## src/rtl/acc_store_controller.sv

```systemverilog
// acc_store_controller
//    Store-side companion of the accumulator load/store register. A store
//    request snapshots the accumulator value and the target address. The
//    block then runs a four-phase write handshake on the memory bus:
//    raise mem_we, wait for mem_ack high, drop mem_we, wait for mem_ack low.
//    Completion or timeout is reported back to the control unit.
//
//    Optional build macro: STORE_PARITY_EN adds mem_wpar, the XOR-reduction
//    parity of the captured data word.
//
// Ports
//    clock        system clock, rising edge
//    reset        synchronous, active-high reset
//    store_req    store request (only looked at while idle)
//    store_addr   target address, captured with store_req
//    acc_q        accumulator value, captured with store_req
//    mem_ack      memory acknowledge (four-phase)
//    mem_we       memory write strobe
//    mem_addr     registered write address
//    mem_wdata    registered write data
//    store_busy   high whenever a store is in flight
//    store_done   one-cycle pulse on successful completion
//    store_error  one-cycle pulse on timeout abort
//    mem_wpar     (STORE_PARITY_EN only) parity of mem_wdata
module acc_store_controller #(
   parameter int n       = 8,
   parameter int ADDR_W  = 8,
   parameter int TIMEOUT = 15
) (
   input  logic              clock,
   input  logic              reset,
   input  logic              store_req,
   input  logic [ADDR_W-1:0] store_addr,
   input  logic [n-1:0]      acc_q,
   input  logic              mem_ack,
   output logic              mem_we,
   output logic [ADDR_W-1:0] mem_addr,
   output logic [n-1:0]      mem_wdata,
   output logic              store_busy,
   output logic              store_done,
   output logic              store_error
`ifdef STORE_PARITY_EN
   ,
   output logic              mem_wpar
`endif
);

   typedef enum logic [1:0] {
      IDLE    = 2'd0,
      WRITE   = 2'd1,
      RELEASE = 2'd2
   } state_t;

   // The wait counter is eight bits regardless of n. It runs from 0, so
   // the abort fires on the TIMEOUT-th cycle spent in a waiting state.
   localparam logic [7:0] CNT_LAST = 8'(TIMEOUT - 1);
   localparam logic [7:0] CNT_MAX  = 8'hFF;

   state_t            state_q, state_d;
   logic [7:0]        cnt_q, cnt_d;
   logic              mem_we_q, mem_we_d;
   logic [ADDR_W-1:0] mem_addr_q, mem_addr_d;
   logic [n-1:0]      mem_wdata_q, mem_wdata_d;
   logic              store_busy_q, store_busy_d;
   logic              store_done_q, store_done_d;
   logic              store_error_q, store_error_d;
`ifdef STORE_PARITY_EN
   logic              mem_wpar_q, mem_wpar_d;
`endif

   logic              cnt_expired;
   logic [7:0]        cnt_inc;

   assign cnt_expired = (cnt_q >= CNT_LAST);
   assign cnt_inc     = (cnt_q == CNT_MAX) ? cnt_q : cnt_q + 8'd1;

   always_comb begin
      state_d       = state_q;
      cnt_d         = cnt_q;
      mem_addr_d    = mem_addr_q;
      mem_wdata_d   = mem_wdata_q;
      store_done_d  = 1'b0;
      store_error_d = 1'b0;
`ifdef STORE_PARITY_EN
      mem_wpar_d    = mem_wpar_q;
`endif

      case (state_q)
         IDLE: begin
            if (store_req) begin
               state_d     = WRITE;
               cnt_d       = 8'd0;
               mem_addr_d  = store_addr;
               mem_wdata_d = acc_q;
`ifdef STORE_PARITY_EN
               mem_wpar_d  = ^acc_q;
`endif
            end
         end
         WRITE: begin
            if (mem_ack) begin
               state_d = RELEASE;
               cnt_d   = 8'd0;
            end else if (cnt_expired) begin
               state_d       = IDLE;
               cnt_d         = 8'd0;
               store_error_d = 1'b1;
            end else begin
               cnt_d = cnt_inc;
            end
         end
         RELEASE: begin
            if (!mem_ack) begin
               state_d      = IDLE;
               cnt_d        = 8'd0;
               store_done_d = 1'b1;
            end else if (cnt_expired) begin
               state_d       = IDLE;
               cnt_d         = 8'd0;
               store_error_d = 1'b1;
            end else begin
               cnt_d = cnt_inc;
            end
         end
         default: begin
            state_d = IDLE;
            cnt_d   = 8'd0;
         end
      endcase

      // Strobe and busy are registered copies of the next state, so they
      // line up with the state they describe.
      mem_we_d     = (state_d == WRITE);
      store_busy_d = (state_d != IDLE);
   end

   always_ff @(posedge clock) begin
      if (reset) begin
         state_q       <= IDLE;
         cnt_q         <= 8'd0;
         mem_we_q      <= 1'b0;
         mem_addr_q    <= '0;
         mem_wdata_q   <= '0;
         store_busy_q  <= 1'b0;
         store_done_q  <= 1'b0;
         store_error_q <= 1'b0;
`ifdef STORE_PARITY_EN
         mem_wpar_q    <= 1'b0;
`endif
      end else begin
         state_q       <= state_d;
         cnt_q         <= cnt_d;
         mem_we_q      <= mem_we_d;
         mem_addr_q    <= mem_addr_d;
         mem_wdata_q   <= mem_wdata_d;
         store_busy_q  <= store_busy_d;
         store_done_q  <= store_done_d;
         store_error_q <= store_error_d;
`ifdef STORE_PARITY_EN
         mem_wpar_q    <= mem_wpar_d;
`endif
      end
   end

   assign mem_we      = mem_we_q;
   assign mem_addr    = mem_addr_q;
   assign mem_wdata   = mem_wdata_q;
   assign store_busy  = store_busy_q;
   assign store_done  = store_done_q;
   assign store_error = store_error_q;
`ifdef STORE_PARITY_EN
   assign mem_wpar    = mem_wpar_q;
`endif

endmodule

```

## config.mk

```make
export PLATFORM = sky130hd
export DESIGN_NAME = acc_store_controller
export DESIGN_NICKNAME = d
export VERILOG_FILES = /design/src/rtl/acc_store_controller.sv
export SDC_FILE = /design/constraint.sdc
export NUM_CORES = 1
export LEC_CHECK = 0
export BUFFER_PORTS_ARGS = -buffer_cell sky130_fd_sc_hd__buf_2
export CAP_MARGIN = 20
export CORE_ASPECT_RATIO = 1.1
export CORE_MARGIN = 1.5
export CORE_UTILIZATION = 44
export CTS_CLUSTER_SIZE = 14
export DETAILED_ROUTE_END_ITERATION = 12
export HOLD_SLACK_MARGIN = 0.1
export PLACE_DENSITY = 0.72
export SKIP_CTS_REPAIR_TIMING = 1
export SKIP_LAST_GASP = 1
export SYNTH_ARGS = -nofsm -noshare
export SYNTH_HDL_FRONTEND = slang
export SYNTH_SLANG_ARGS = --single-unit
```

## constraint.sdc

```tcl
create_clock -name clock -period 1.5 [get_ports clock]
set_input_delay 0.45 -clock clock [delete_from_list [all_inputs] [get_ports clock]]
set_output_delay 0.45 -clock clock [all_outputs]
set_load 0.05 [all_outputs]
```

# ---- Word level (Yosys, flattened, before mapping)
# Cells that the tools add are included.
dict set report classes {
  n_addsub 1
  n_lt_le_gt_ge 1
  eq_ne 5
  muxes 16
  n_bitwise 1
  reduce_logical 4
}
# operator n
set op_table {}
lappend op_table {{2-to-1 mux 8 bit} 5}
lappend op_table {{case mux 8 bit (3 select lines)} 1}
lappend op_table {{adder 8 x 1 -> 8 bit (second input constant)} 1}
lappend op_table {{== test 8 bit (second input constant)} 1}
lappend op_table {{greater-or-equal comparator 8 x 4 -> 1 bit (second input constant)} 1}
lappend op_table {{2-to-1 mux 2 bit} 4}
lappend op_table {{case mux 2 bit (3 select lines)} 1}
lappend op_table {{== test 2 x 1 -> 1 bit (second input constant)} 2}
lappend op_table {{2-to-1 mux 1 bit} 4}
lappend op_table {{== test 2 bit (second input constant)} 1}
lappend op_table {{zero test 2 bit} 1}
lappend op_table {{!= test 2 bit (second input constant)} 1}
lappend op_table {{case mux 1 bit (2 select lines)} 1}
lappend op_table {{AND reduction 2 bit} 1}
lappend op_table {{nonzero test 2 bit} 1}
lappend op_table {{OR reduction 2 bit} 1}
lappend op_table {{NOT 1 bit} 1}
dict set report totals {
  regBits 30
  inputBits 20
  output_inout_bits 20
  wordCells 36
}

# ---- Logic depth before layout (Yosys ltp)
# Gate-level depths: netlist (run 1).
dict set report depth {
  word_depth 5
  mapped_depth 7
  mapped_depth_nobuf 6
}

# ---- Worst setup path before layout (run 1)
# Ideal clock, no wire load.
dict set report synth_path {
  path_type {register to register}
  start {reg state_q[1]}
  end {reg cnt_q[6]}
  setup_time_ns 0.086
  arrival_ns 1.430
  required_time_ns 1.414
  path_slack_ns -0.015
  path_stages_with_launch 7
  path_buffers 0
  synth_period_minus_slack_ns 1.515
  path_cell_list {dfxtp_1 > inv_1 > ha_1 > nor2b_1 > nor4b_1 > nor2_1 > a211oi_1}
}
dict set report synth_between {
  elab_chain_len 2
  elab_cells_between_ends 5
  classes_between {eq/ne: 3; mux: 1; reduce/logical: 1}
}
# element line_no
set synth_lines {}
lappend synth_lines {{start, declared} 59} ;# state_t state_q, state_d;
lappend synth_lines {{start signal, assigned} 151} ;# state_q <= state_d;
lappend synth_lines {{== test 2 bit (tied with other cells)} 88} ;# case (state_q)
lappend synth_lines {{case mux 8 bit (3 select lines) or != test 2 bit (tied branches)} -}
lappend synth_lines {{end signal, assigned} 152} ;# cnt_q <= cnt_d;
lappend synth_lines {{end, declared} 60} ;# logic [7:0] cnt_q, cnt_d;
# Parallel ways exist; a longest one is shown, timed or not.
# A chain may end at the register's enable or synchronous reset.

# ---- Final worst setup path (run 1)
dict set report layout_path {
  start {reg state_q[1]}
  end {reg cnt_q[3]}
}
# The elaborated chain is that of the path after synthesis.

==> results of run 1 <==
-- sequential cells by signal, indices dropped and copies added, names as in the netlist --
| register | count |
|---|---|
| cnt_q | 8 |
| mem_addr | 8 |
| mem_wdata | 8 |
| mem_we | 1 |
| state_q | 2 |
| store_busy | 1 |
| store_done | 1 |
| store_error | 1 |
-- Yosys cell counts, drive strengths merged, types with 2 or more instances --
| master | n |
|---|---|
| nor2b | 4 |
| ha | 6 |
| and2 | 2 |
| inv | 5 |
| nand3 | 2 |
| nor3b | 2 |
| dfxtp | 30 |
| a211oi | 2 |
| a21oi | 21 |
| clkbuf | 2 |
| nand2 | 36 |
| buf | 3 |
| nor2 | 9 |
-- worst max-delay path: stages, from the launching register on --
cell and delay [ns]:
sky130_fd_sc_hd__dfxtp_4 0.39, sky130_fd_sc_hd__inv_4 0.05, sky130_fd_sc_hd__ha_4 0.15, sky130_fd_sc_hd__mux2_4 0.28
sky130_fd_sc_hd__nand3b_1 0.16, sky130_fd_sc_hd__o22a_4 0.23, sky130_fd_sc_hd__buf_6 0.11, sky130_fd_sc_hd__a21oi_2 0.02
-- power breakdown --
group / internal (mW) / switching, mW / leakage, nW
clock: 0.227 / 0.259 / 0.0353
combinational: 0.208 / 0.387 / 0.480
sequential: 0.862 / 0.0415 / 0.247
total: 1.30 / 0.688 / 0.763
-- through the flow --
stage | setup slack [ns] | hold slack, ns | power, mW
after floorplan | 0.0467 | 0.494 | 1.28
after global placement | 0.00742 | 0.438 | 1.42
after detailed placement | -0.132 | 0.448 | 1.44
after CTS | -0.127 | 0.329 | 1.93
after global routing | -0.0605 | 0.345 | 2.10
final | -0.00500 | 0.357 | 1.98
-- cell type report --
| cell class | instances | area share, % |
|---|---|---|
| timing repair buffer | 52 | 17.2 |
| inverter | 5 | 1.38 |
| tap | 33 | 2.40 |
| multi-input combinational | 102 | 40.0 |
| clock inverter | 1 | 0.291 |
| clock buffer | 7 | 3.20 |
| sequential | 30 | 35.5 |
-- logic make-up (layout without fill, tap and decap cells) --
kind of cell	count (synthesis)	after routing
simple gates	61	61
compound gates	32	32
flops	30	30
fa+ha+maj	6	6
buf+inv	10	65
xor+xnor	1	1
mux	2	2
-- path summary, 6_finish.rpt --
path                     from           end  slack [ns]  depth (start not counted)
setup / recovery   state_q[1]      cnt_q[3]      -0.005                          7
hold / removal       acc_q[4]  mem_wdata[4]        0.36                          3
setup reg to reg   state_q[1]      cnt_q[3]      -0.005                          7
hold reg to reg   mem_addr[2]   mem_addr[2]        0.46                          2
-- per-layer routing --
layer  routed length [um]  vias to the layer above  track usage, %
met5                    0                        -               0
met4                   46                        0            8.79
met3                  185                        4            7.61
met2                 1490                       44            32.1
met1                 1210                      549            19.6
li1                     -                      591               -
==> results_dict.tcl, run 1 <==
set metrics [dict create \
    outcome "finished, violations left" \
    violations "setup timing" \
    horizontal_die_dimension_um 53.7 \
    number_of_synthesized_flops_with_an_enable_pin 0 \
    grt_antenna_before_repair 0 \
    register_area_um2 611 \
    tritoncts_clock_tree "done" \
    layout-area-overhead-vs-synth_pct 38.3 \
    pin_count_of_the_biggest_net_entering_global_routing 19 \
    initial_utilization_pct 45.6 \
    place.detailed.hpwl_mm 2.06 \
    finalSetupViolCount 1 \
    setup_crit_path_kind "register to register" \
    synth.mux.area_fraction_pct 1.71 \
    globalplace.congestion 0.867 \
    ctsRootBufferMaster "sky130_fd_sc_hd__clkbuf_4" \
    final_net_count 222 \
    ys_async_rst_share_pct 0 \
    final_util_pct 63.1 \
    die_h_um 58.8 \
    drtAntennaViolNets 0 \
    yosysWarnings 0 \
    tritoncts.num_buffers 5 \
    multi_input_area_um2 688 \
    worstHoldPathType "primary input to register" \
    postPlaceCellArea_um2 1530 \
    io_buffers 39 \
    clk_sink_count 30 \
    htree_depth 2 \
    design_area_um2 1720 \
    layout_filler_cell_count 239 \
    finalWorstSetupSlack_ns -0.00500 \
    vdd_ir_drop_max_v 0.000900 \
    detail_route.iter0.violations 18 \
    timing.critical_path.arrival_ns 1.73 \
    antenna_cells 0 \
    fp.dieArea_um2 3150 \
    min_period_over_period_pct 100 \
    worst-endpoint-required_ns 1.73 \
    cellLeakagePower_nw 0.763 \
    yosys.area.top_type "sky130_fd_sc_hd__dfxtp_1" \
    first_global_vias 1004 \
    max_slew.worst_pin.slew_ns 0.271 \
    setup_repair_after_global_routing_missed_its_margin "yes" \
    top_level_ports 40 \
    post-route-drc-count 0 \
    grt_usage_pct 18.8 \
    timing.slew.headroom_pct 81.8 \
    drive_above_1_share_pct 42.1 \
    clk-insertion-delay-late_ns 0.33 \
    ys_seq_area_share_pct 48.3 \
    postSynthRegisterBits 30 \
    setup_tns_ns -0.00500 \
    grt_first_pass_wirelength_mm 4.24 \
    final_cell_mix "39 x sky130_fd_sc_hd__buf_2, 35 x sky130_fd_sc_hd__nand2_1, 26 x sky130_fd_sc_hd__dfxtp_1" \
    placement_rows 20 \
    grt_remaining_overflow 0 \
    finalWorstPathRequiredPeriod_ns 1.51 \
    timing.critical_path.fanout_max 7 \
    netlist-cell-type-count 34 \
    synth_flop_cell "sky130_fd_sc_hd__dfxtp_1" \
    wl_per_cell_um 12.7 \
    syn_nets 168 \
    netlist_instances 142 \
    finalNonFillerCells 230 \
    synth_top_area_share_pct 48.3 \
    timing_hold_violations_final 0 \
    floorplan.core_area_um2 2730 \
    vias 1188 \
    timing.clock.skew_ns 0.00474 \
    route.final.wire_length_mm 2.93 \
    post_synthesis_average_cell_area_um2 8.76 \
    critical_path.endpoint_type "register" \
    dr.pass1.iters 4 \
    clkSlewWorstSetupHoldPaths_ns 0.09 \
    p_per_area_nw_per_um2 1150 \
    viasPerCell 5.17 \
    syn-cell-area_um2 1240 \
    cts_buffer_depth 2 \
    synth_fa_ha_area_share_pct 6.04 \
    synth_area_leaders "sky130_fd_sc_hd__dfxtp_1 48%, sky130_fd_sc_hd__nand2_1 11%, sky130_fd_sc_hd__a21oi_1 8.0%" \
    layout_commonest_cell "sky130_fd_sc_hd__buf_2" \
    clock.fmax_mhz 664 \
    cap_violations 0 \
    final_max_slew_viol_count 0 \
    dpl.cell_count 218 \
    main_combinational_cell_family_by_area_after_synthesis "simple AND/OR/NAND/NOR gates" \
    cp-start-kind "register" \
    xor_and_xnor_area_share_after_synthesis_pct 0.704 \
    synth-compound-area-share_pct 17.2 \
    share_of_synthesized_cell_area_in_and_or_nand_and_nor_gates_pct 22.5 \
]
Power figures use the tool's default switching activity.
==> run 2, diff against run 1 <==
CORE_UTILIZATION = 49   (was 44)
PLACE_DENSITY = 0.76   (was 0.72)
clock period = 1.55 ns   (was 1.5 ns; I/O delays follow)
==> run 2 against run 1 <==
The flow now finishes without violations; critical path depth is 1 lower; combinational power down 11%; sequential cell count unchanged; sequential power is 5.2% lower; design area is 6.3% lower; cell count is 2.6% lower.
==> results_dict.tcl, run 2 (synthesis gave the netlist of run 1 again) <==
set metrics [dict create \
    drtAntennaViolNets 0 \
    grt_usage_pct 20.1 \
    postPlaceCellArea_um2 1520 \
    top_level_ports 40 \
    ctsRootBufferMaster "sky130_fd_sc_hd__clkbuf_4" \
    cellLeakagePower_nw 0.722 \
    setup_crit_path_kind "register to register" \
    pin_count_of_the_biggest_net_entering_global_routing 17 \
    layout_commonest_cell "sky130_fd_sc_hd__buf_2" \
    floorplan.core_area_um2 2320 \
    antenna_cells 0 \
    timing.critical_path.fanout_max 3 \
    layout-area-overhead-vs-synth_pct 29.7 \
    wl_per_cell_um 12.0 \
    dpl.cell_count 215 \
    io_buffers 39 \
    finalNonFillerCells 224 \
    layout_filler_cell_count 194 \
    fin_worst_hold_slack_ns 0.345 \
    worst-endpoint-required_ns 1.78 \
    finalSetupViolCount 0 \
    finalWorstPathRequiredPeriod_ns 1.47 \
    cts_buffer_depth 2 \
    initial_utilization_pct 53.6 \
    post-route-drc-count 0 \
    cap_violations 0 \
    tritoncts_clock_tree "done" \
    clkSlewWorstSetupHoldPaths_ns 0.08 \
    worstHoldPathType "primary input to register" \
    route.final.wire_length_mm 2.68 \
    vias 1144 \
    viasPerCell 5.11 \
    htree_depth 2 \
    first_global_vias 1071 \
    critical_path.endpoint_type "register" \
    p_per_area_nw_per_um2 1160 \
    final_cell_mix "39 x sky130_fd_sc_hd__buf_2, 35 x sky130_fd_sc_hd__nand2_1, 30 x sky130_fd_sc_hd__dfxtp_1" \
    final_max_slew_viol_count 0 \
    horizontal_die_dimension_um 51.0 \
    detail_route.iter0.violations 18 \
    die_h_um 55.8 \
    max_slew.worst_pin.slew_ns 0.266 \
    placement_rows 18 \
    drive_above_1_share_pct 35.6 \
    setup_repair_after_global_routing_missed_its_margin "yes" \
    grt_remaining_overflow 0 \
    grt_first_pass_wirelength_mm 4.30 \
    fp.dieArea_um2 2850 \
    outcome "complete, no violations" \
    clk-insertion-delay-late_ns 0.33 \
    vdd_ir_drop_max_v 0.000719 \
    worst_case_setup_slack_after_placement_ns -0.0921 \
    dr.pass1.iters 4 \
    timing.clock.skew_ns 0.00663 \
    cp-start-kind "register" \
    design_area_um2 1610 \
    place.detailed.hpwl_mm 1.92 \
    tritoncts.num_buffers 5 \
    timing.critical_path.arrival_ns 1.70 \
    timing.slew.headroom_pct 82.2 \
    clock.fmax_mhz 681 \
    min_period_over_period_pct 94.7 \
    finalWorstSetupSlack_ns 0.0814 \
    timing_hold_violations_final 0 \
    final_net_count 219 \
    clk_sink_count 30 \
    globalplace.congestion 0.880 \
    grt_antenna_before_repair 0 \
]
## run 2: path summary, 6_finish.rpt
check / startpoint / to / slack, ns / cells after the start
max reg2reg: state_q[0] / store_busy / 0.08 / 6
min reg2reg: mem_wdata[6] / mem_wdata[6] / 0.46 / 2
min: mem_ack / store_done / 0.35 / 2
max: state_q[0] / store_busy / 0.08 / 6
## run 2: power breakdown
group	internal [mW]	switching, mW
clock network	0.219	0.260
logic	0.170	0.359
registers	0.831	0.0260
total	1.22	0.645
## run 2: final cells by class
cell class,instances,area (um^2),share of cell area [%]
tap,30,37.5,2.33
sequential,30,601,37.2
clock inverter,1,5.00,0.310
timing repair buffer,49,270,16.8
clock buffer,7,55.1,3.41
inverter,5,18.8,1.16
multi-input combinational,102,626,38.8
## run 2: routing by layer
layer,wire length (um),global-route usage (%),up-vias,share of wire [%]
li1,-,-,580,-
met1,1150,22.6,511,43
met2,1270,33.0,46,47
met3,215,5.91,7,8.0
met4,46,12.0,0,1.7
met5,0,0,-,0
## run 2: metrics by stage
| step | power [mW] | util (%) | setup TNS (ns) |
|---|---|---|---|
| floorplan | 1.24 | - | 0 |
| global placement | 1.37 | 65.5 | 0 |
| detailed placement | 1.38 | 65.5 | -0.0921 |
| CTS | 1.86 | 68.1 | -0.0980 |
| global route | 1.97 | 69.5 | -0.0955 |
| finish | 1.87 | 69.5 | 0 |
## run 2: critical path: stages, from the launching register on
cell and delay [ns]:
sky130_fd_sc_hd__dfxtp_1 0.32, sky130_fd_sc_hd__buf_4 0.14, sky130_fd_sc_hd__ha_1 0.21, sky130_fd_sc_hd__mux2_2 0.29, sky130_fd_sc_hd__o221ai_2 0.16, sky130_fd_sc_hd__a21oi_1 0.09, sky130_fd_sc_hd__a21o_1 0.16
==> run 3, diff against run 2 <==
CTS_CLUSTER_DIAMETER = 150   (was default)
REMOVE_ABC_BUFFERS = 1   (was default)
==> run 3 against run 2 <==
Critical path depth unchanged; sequential share of layout area up 0.29 points; design area down 0.78%; sequential power is essentially flat; setup slack worse by 0.053 ns.
==> results_dict.tcl, run 3 (synthesis gave the netlist of run 1 again) <==
set metrics [dict create \
    outcome "complete, no violations" \
    power.sequential.fraction_pct 45.8 \
    p_per_area_nw_per_um2 1170 \
    combinational_group_share_of_total_power_pct 28.6 \
    clock.fmax_mhz 657 \
    die_h_um 55.8 \
    horizontal_die_dimension_um 51.0 \
    fp.dieArea_um2 2850 \
    globalplace.congestion 0.868 \
    clk-insertion-delay-late_ns 0.33 \
    tritoncts_clock_tree "done" \
    finalNonFillerCells 223 \
    share_clk_of_total_power_pct 25.5 \
    final_cell_mix "39 x sky130_fd_sc_hd__buf_2, 35 x sky130_fd_sc_hd__nand2_1, 30 x sky130_fd_sc_hd__dfxtp_1" \
    dpl.cell_count 215 \
    viasPerCell 5.23 \
    max_slew.worst_pin.slew_ns 0.285 \
    power.switching_uw 650 \
    drive_above_1_share_pct 34.7 \
    timing.slew.headroom_pct 80.9 \
    first_global_vias 1087 \
    vdd_ir_drop_max_v 0.000882 \
    worst-endpoint-required_ns 1.80 \
    final_util_pct 69.0 \
    cp-start-kind "register" \
    tritoncts.num_buffers 5 \
    power.internal_mw 1.22 \
    top_level_ports 40 \
    pin_count_of_the_biggest_net_entering_global_routing 18 \
    min_period_over_period_pct 98.2 \
    ctsRootBufferMaster "sky130_fd_sc_hd__clkbuf_4" \
    dr.pass1.iters 4 \
    finalWorstPathRequiredPeriod_ns 1.52 \
    timing_hold_violations_final 0 \
    wl_per_cell_um 12.6 \
    drtAntennaViolNets 0 \
    worst_case_setup_slack_after_placement_ns -0.125 \
    setup_crit_path_kind "register to register" \
    htree_depth 2 \
    grt_antenna_before_repair 0 \
    placement_rows 18 \
    worstHoldPathType "primary input to register" \
    final_max_slew_viol_count 0 \
    detail_route.iter0.violations 14 \
    layout_commonest_cell "sky130_fd_sc_hd__buf_2" \
    cellLeakagePower_nw 0.717 \
    timing.critical_path.arrival_ns 1.78 \
    initial_utilization_pct 53.6 \
    cts_buffer_depth 2 \
    io_buffers 39 \
    critical_path.endpoint_type "register" \
    floorplan.core_area_um2 2320 \
    clkSlewWorstSetupHoldPaths_ns 0.09 \
    min_delay_path_depth 3 \
    finalSetupViolCount 0 \
    post-route-drc-count 0 \
    clk_sink_count 30 \
    grt_remaining_overflow 0 \
    vias 1167 \
    timing.critical_path.fanout_max 6 \
    finalWorstSetupSlack_ns 0.0286 \
    cap_violations 0 \
    timing.clock.skew_ns 0.0109 \
    switching_share_pct 34.8 \
    layout_filler_cell_count 192 \
    route.final.wire_length_mm 2.81 \
    setup_repair_after_global_routing_missed_its_margin "yes" \
    place.detailed.hpwl_mm 2.11 \
    grt_first_pass_wirelength_mm 4.56 \
    antenna_cells 0 \
    grt_usage_pct 21.8 \
    r2r.worst_path.cells 6 \
    final_net_count 218 \
    layout-area-overhead-vs-synth_pct 28.7 \
]
[run 3: cell count changes in the layout (fill, tap and decap cells not counted), sizes merged]
cell  delta
buf      -1
[run 3: worst max-delay path, cell delays in order, from the launching register on]
cell	delay, ns
sky130_fd_sc_hd__dfxtp_1	0.33
sky130_fd_sc_hd__inv_1	0.08
sky130_fd_sc_hd__ha_2	0.22
sky130_fd_sc_hd__nor2b_2	0.19
sky130_fd_sc_hd__nor4b_2	0.33
sky130_fd_sc_hd__nor2_1	0.09
sky130_fd_sc_hd__a211oi_1	0.22
[run 3: area by class of cell]
class	count	area, um^2	area share, %
inverters	5	18.8	1.17
well taps	30	37.5	2.35
clock inverters	1	5.00	0.313
repair buffers	48	263	16.4
flip-flops and latches	30	601	37.5
multi-input cells	102	621	38.8
clock buffers	7	55.1	3.44
[run 3: path summary, 6_finish.rpt]
path,end,slack (ns),startpoint
setup / recovery,cnt_q[6],0.03,state_q[1]
hold / removal,mem_addr[0],0.36,store_addr[0]
setup reg to reg,cnt_q[6],0.03,state_q[1]
hold reg to reg,mem_addr[7],0.46,mem_addr[7]
[run 3: routing by layer]
layer  global-route usage, %  routed length (um)  vias up
li1                        -                   -      583
met1                    23.8                1160      526
met2                    34.7                1330       46
met3                    9.14                 196       12
met4                    12.7                 121        0
met5                       0                   0        -
[run 3: metrics by stage]
stage / hold slack (ns) / total power, mW / setup TNS [ns] / area, um^2
6_report: 0.358 / 1.87 / 0 / 1600
4_1_cts: 0.347 / 1.87 / -0.114 / 1580
3_3_place_gp: 0.439 / 1.37 / 0 / 1520
5_1_grt: 0.339 / 1.98 / -0.121 / 1600
2_1_floorplan: 0.490 / 1.23 / 0 / 1220
3_5_place_dp: 0.447 / 1.40 / -0.125 / 1520
[run 3: power groups by stage]
stage          clock network [mW]  logic (mW)  registers [mW]
3_3_place_gp                    0       0.501           0.871
2_1_floorplan                   0       0.176            1.05
6_report                    0.477       0.536           0.857
5_1_grt                     0.536       0.580           0.864
3_5_place_dp                    0       0.519           0.876
4_1_cts                     0.490       0.520           0.858
